[config.mk]
export PLATFORM = sky130hd
export DESIGN_NAME = pipe_valid_param
export DESIGN_NICKNAME = d
export VERILOG_FILES = /design/src/rtl/vpipe_pkg.sv /design/src/rtl/pipe_valid_stage.sv /design/src/rtl/pipe_valid_param.sv
export SDC_FILE = /design/constraint.sdc
export NUM_CORES = 1
export LEC_CHECK = 0
export ABC_AREA = 1
export CORE_MARGIN = 2
export CORE_UTILIZATION = 42
export CTS_CLUSTER_SIZE = 30
export DETAILED_ROUTE_END_ITERATION = 8
export GPL_ROUTABILITY_DRIVEN = 0
export PLACE_DENSITY = 0.77
export SYNTH_ARGS = -nofsm -noshare
export SYNTH_HDL_FRONTEND = slang
export SYNTH_SLANG_ARGS = --single-unit
[constraint.sdc]
create_clock -name clk -period 2.6 [get_ports clk]
set_input_delay 0.78 -clock clk [delete_from_list [all_inputs] [get_ports clk]]
set_output_delay 0.78 -clock clk [all_outputs]
set_load 0.005 [all_outputs]
[src/rtl/vpipe_pkg.sv]
// vpipe_pkg: shared constants and helpers for the parameterised vector pipeline.
package vpipe_pkg;

    localparam int VPIPE_MAX_DEPTH = 16;

    function automatic int clog2(input int n);
        int r;
        r = 0;
        while ((1 << r) < n) r++;
        return r;
    endfunction

endpackage

[src/rtl/pipe_valid_stage.sv]
// pipe_valid_stage: one payload register plus valid bit with enable, squash and optional bubble fill.
module pipe_valid_stage #(
    parameter int WIDTH    = 8,
    parameter bit COLLAPSE = 1'b0,
    parameter bit CLR_DATA = 1'b1
) (
    input  logic             clk,
    input  logic             reset,
    input  logic [WIDTH-1:0] src,
    input  logic             src_v,
    input  logic             en,
    input  logic             squash,
    output logic [WIDTH-1:0] data,
    output logic             valid,
    output logic             valid_nxt
);

    logic [WIDTH-1:0] data_d, data_q;
    logic             valid_d, valid_q;
    logic             load;

    always_comb begin
        load    = en | (COLLAPSE & ~valid_q);
        data_d  = squash ? (CLR_DATA ? '0 : data_q) : load ? src : data_q;
        valid_d = squash ? 1'b0 : load ? src_v : valid_q;
    end

    always_ff @(posedge clk) begin
        if (reset) begin
            data_q  <= '0;
            valid_q <= 1'b0;
        end else begin
            data_q  <= data_d;
            valid_q <= valid_d;
        end
    end

    // next-state valid feeds the occupancy count so it lines up with valid
    assign valid_nxt = valid_d;
    assign data      = data_q;
    assign valid     = valid_q;

endmodule

[src/rtl/pipe_valid_param.sv]
// pipe_valid_param: DEPTH-stage payload+valid pipeline with per-stage enable/squash,
// optional bubble fill, and registered occupancy.
module pipe_valid_param
    import vpipe_pkg::*;
#(
    parameter int WIDTH    = 8,
    parameter int DEPTH    = 4,
    parameter bit COLLAPSE = 1'b0,
    parameter bit CLR_DATA = 1'b1,
    parameter int CNT_W    = clog2(DEPTH + 1)
) (
    input  logic                     clk,
    input  logic                     reset,
    input  logic [WIDTH-1:0]         d,
    input  logic                     d_valid,
    input  logic [DEPTH-1:0]         en,
    input  logic [DEPTH-1:0]         squash,
    output logic [WIDTH*(DEPTH+1)-1:0] q,
    output logic [DEPTH:0]           q_valid,
    output logic [CNT_W-1:0]         occ,
    output logic                     empty
);

    logic [WIDTH-1:0] st_data [DEPTH];
    logic [DEPTH-1:0] st_valid, st_nxt;
    logic [CNT_W-1:0] occ_d, occ_q;
    logic             empty_d, empty_q;

    if (DEPTH < 1 || DEPTH > VPIPE_MAX_DEPTH) begin : g_bad_depth
        $error("pipe_valid_param: DEPTH out of range");
    end

    pipe_valid_stage #(.WIDTH(WIDTH), .COLLAPSE(COLLAPSE), .CLR_DATA(CLR_DATA)) u_st0 (
        .clk(clk), .reset(reset), .src(d), .src_v(d_valid), .en(en[0]), .squash(squash[0]),
        .data(st_data[0]), .valid(st_valid[0]), .valid_nxt(st_nxt[0])
    );

    for (genvar g = 1; g < DEPTH; g++) begin : g_stage
        pipe_valid_stage #(.WIDTH(WIDTH), .COLLAPSE(COLLAPSE), .CLR_DATA(CLR_DATA)) u_st (
            .clk(clk), .reset(reset), .src(st_data[g-1]), .src_v(st_valid[g-1]),
            .en(en[g]), .squash(squash[g]),
            .data(st_data[g]), .valid(st_valid[g]), .valid_nxt(st_nxt[g])
        );
    end

    for (genvar g = 0; g < DEPTH; g++) begin : g_pack
        assign q[(g+1)*WIDTH +: WIDTH] = st_data[g];
    end

    assign q[WIDTH-1:0] = d;
    assign q_valid      = {st_valid, d_valid};

    always_comb begin
        occ_d = '0;
        for (int i = 0; i < DEPTH; i++) occ_d = occ_d + CNT_W'(st_nxt[i]);
        empty_d = (occ_d == '0);
    end

    always_ff @(posedge clk) begin
        if (reset) begin
            occ_q   <= '0;
            empty_q <= 1'b1;
        end else begin
            occ_q   <= occ_d;
            empty_q <= empty_d;
        end
    end

    assign occ   = occ_q;
    assign empty = empty_q;

endmodule
-- Word level (Yosys, flattened, before mapping)
Cells that the tools add are included.
- $add $sub $neg: 3
- mux-type cells: 8
- reductions and logical operators: 5
- operators with widths (cell ; count):
    2-to-1 mux 1 bit ; 8
    OR reduction 2 bit ; 4
    adder 2 x 1 -> 3 bit ; 1
    adder 3 x 1 -> 3 bit ; 1
    zero test 3 bit ; 1
    adder 1 x 1 -> 2 bit ; 1
- flip-flop bits (word level): 40
- logic and storage cells: 26

-- Depth between registers and ports, before layout
- depth in word-level cells: 6
- mapped depth: 11
- depth with buffers taken out: 10

-- Hierarchy
From an unflattened synthesis, not the netlist that was laid out.
- cell total of the unflattened synthesis: 206
- area total of the unflattened synthesis: 1711.6 sq um
- by module, submodules not included (module ; sequential area each (sq um) ; times used ; area an instance (sq um) ; cells an instance):
    pipe_valid_stage ; 180.2 ; 4 ; 370.4 ; 45
    pipe_valid_param ; 80.1 ; 1 ; 230.2 ; 26

-- Least setup slack after synthesis
OpenSTA, ideal clock, no wires.
- kind: input to register
- start point: input port en[0]
- end point: register empty_q, in the netlist empty
- cell stages on the path: 10
- data required time: 2.487 ns
- arrival: 2.194 ns
- path slack: 0.293 ns
- path through: buf_6 nand2_1 nand3_2 fa_1 inv_1 ha_1 ha_1 inv_1 nand3_1 nand2_1
- word-level cells in the longest chain between the ends: 6
- RTL lines (item ; RTL line ; source):
    start, declared ; pipe_valid_param.sv:16 ; input logic [DEPTH-1:0] en,
    2-to-1 mux 1 bit (2 in a row) ; pipe_valid_stage.sv:25 ; valid_d = squash ? 1'b0 : load ? src_v : valid_q;
    adder 1 x 1 -> 2 bit ; pipe_valid_param.sv:55 ; for (int i = 0; i < DEPTH; i++) occ_d = occ_d + CNT_W'(st_nxt[i]);
    adder 2 x 1 -> 3 bit ; pipe_valid_param.sv:55 ;
    adder 3 x 1 -> 3 bit ; pipe_valid_param.sv:55 ;
    net occ_d[1] ; pipe_valid_param.sv:26 ; logic [CNT_W-1:0] occ_d, occ_q;
    zero test 3 bit ; pipe_valid_param.sv:56 ; empty_d = (occ_d == '0);
    end signal, assigned ; pipe_valid_param.sv:65 ; empty_q <= empty_d;
    end, declared ; pipe_valid_param.sv:27 ; logic empty_d, empty_q;
The timed path passes the listed nets, and every way through them passes these cells.
A chain may end at the register's enable or synchronous reset.

-- Worst setup path in the final report
- start point: input port d[1]
- end point: output port q[1]
- RTL lines (item ; RTL line ; source):
    start, declared ; pipe_valid_param.sv:14 ; input logic [WIDTH-1:0] d,
    end, declared ; pipe_valid_param.sv:18 ; output logic [WIDTH*(DEPTH+1)-1:0] q,
No word-level cell between the ends.

==> results.toml <==
[critical_path]
r2r_slack_ps = 770
end_kind = "output pin"
path_delay_family = "buffers and inverters"
cp_slowest_cell = "clkdlybuf4s50_1"
path_buf_inv = 2
cp_max_fo = 2
critPathMaxStageDelay_ps = 510
crit_top_cell = "clkdlybuf4s50_1"
crit_type = "in2out"
arrival_ps = 1770
worstPathRequired_ps = 1820
worstSetupStartpointType = "input pin"
crit_chain = "clkdlybuf4s50_1 -> clkdlybuf4s50_1"

[floorplan]
fp.dieW_um = 67.4
die_area_um2 = 4540
initial_core_util_pct = 42.8
ios = 68
rows = 23
fp.dieH_um = 67.4
fp.coreArea_um2 = 3940

[routing]
drc_errors = 0
via_count = 1445
via_per_inst = 4.46
antenna_left = 0
wl_per_cell_um = 10.8
routed_wl_mm = 3.50
drt-initial-drc-count = 62
dr.pass1.iters = 4

[sta]
finalMaxSlewViolations = 0
fin_crit_sh_pct = 97.9
relSlewSlack_pct = 81.8
grt_setup_unrepaired = "no"
tightest_slew_ps = 272
setup_viol_count_final = 0
holdWs_ps = 459
skew_ps = 5.87
finalHoldViolations = 0
fmax_mhz = 393
period_needed_ps = 2550

[synthesis]
synth_top_flop_cell = "dfxtp_1"
synthArstFlopShare_pct = 0
yosys.cell_types.count = 17
synthesis.area_um2 = 1690
syn_area_per_cell_um2 = 8.36
yosysSeqAreaShare_pct = 47.4
postSynthCellCount = 202
yosys_warnings = 0
netlist_top_cells_count = "nand2_1, dfxtp_1, a21oi_1, inv_1, buf_4"
synth_top_area_share_pct = 47.4
synth_area_leaders = "dfxtp_1, nand2_1, a21oi_1, buf_4, nand2_4"
yosysMostFrequentCell = "nand2_1"
synth_nets = 224
synth_area_leader_cell = "dfxtp_1"
synth_enable_flop_cells = 0
ys_ff_latch = 40

[layout]
area_growth_pct = 48.6
final_util_pct = 63.6
num-nets-final = 295
drive_above_1_share_pct = 15.7
diodes = 0
fin_cells = 324

[cts]
cts_made_buffers = 5
cts_tree = "done"
cts_resized = 0
clk_latency_ps = 290
cts_setup_buffers = 0
ctsHoldBuffers = 0
cts.htree.levels = 2
clock_sinks = 40
clk_pin_slew_ps = 80
clockRootBuffer = "clkbuf_8"
clk_path_buf_depth = 2

[placed_design]
io_buffers = 67
hpwl_mm = 2.76
dp_cells = 316

[grt]
grt_pass1_vias = 1414
grt_max_degree = 14
antenna_found_initial = 0
grt_use_total_pct = 17.3
grt_pass1_wl_mm = 5.87
overflow = 0

[pwr]
p_per_area_nw_per_um2 = 528
power_leakage_nw = 0.993
ir_drop_mv = 0.348

[worst_hold_path]
hold_class = "reg2reg"

[run]
cap_violations = 0

[run_status]
status = "finished, final reports clean"
## sequential cells by signal (all words and copies together) (netlist names)
name and cells:
empty 1, g_stage.u_st.data 24, g_stage.u_st.valid 3, occ 3, u_st0.data 8, u_st0.valid 1
## final cells by class
class                           instances  area, um2
Inverter                               20        105
Tap cell                               50       62.6
Clock inverter                          2       38.8
Timing Repair Buffer                   82        791
Multi-Input combinational cell        124        628
Sequential cell                        40        801
Fill cell                             333       1430
Clock buffer                            6       82.6
## final timing paths
check / end / start / cells after the start
hold reg to reg: g_stage[3].u_st.data[2]$_SDFFE_PP0P_ / g_stage[3].u_st.data[2]$_SDFFE_PP0P_ / 2
hold / removal: g_stage[3].u_st.data[2]$_SDFFE_PP0P_ / g_stage[3].u_st.data[2]$_SDFFE_PP0P_ / 2
setup / recovery: q[1] / d[1] / 2
setup reg to reg: empty$_SDFF_PP1_ / u_st0.valid$_SDFF_PP0_ / 10
## cell usage in the layout, fill, tap and decap left out, types with 4 or more instances in the layout
master           Yosys  final
nand2_1             69     69
clkdlybuf4s50_1      0     64
dfxtp_1             40     40
a21oi_1             32     32
inv_1               15     15
buf_4               13     15
nand2_4              7      7
clkbuf_8             0      6
nand3_2              4      4
nor2_1               4      4
## report_power, final
part	switching [mW]	total, mW	internal (mW)
clock	0.217	0.530	0.314
sequential	0.00614	0.631	0.625
combinational	0.0741	0.165	0.0905
total	0.297	1.33	1.03
## logic make-up after synthesis
kind of cell / Yosys count / share of synthesized area [%]
compound gates: 32 / 9.49
simple gates: 89 / 25.1
buf+inv: 38 / 15.3
flops: 40 / 47.4
fa+ha+maj: 3 / 2.67
## stage by stage
step / setup slack (ps) / TNS, ps / power [mW] / cell area (um2)
2_1_floorplan: 293 / 0 / 0.734 / 1690
3_3_place_gp: -202 / -447 / 0.809 / 2380
3_5_place_dp: -235 / -555 / 0.811 / 2380
4_1_cts: 43.7 / 0 / 1.34 / 2500
5_1_grt: 13.9 / 0 / 1.38 / 2510
6_report: 54.4 / 0 / 1.33 / 2510
## per-layer routing
metal  routed length (um)  global-route usage [%]
met4                   55                    8.42
met1                 1430                    18.8
met5                    0                       0
met2                 1720                    29.2
met3                  290                    7.00
Power figures use the tool's default switching activity.
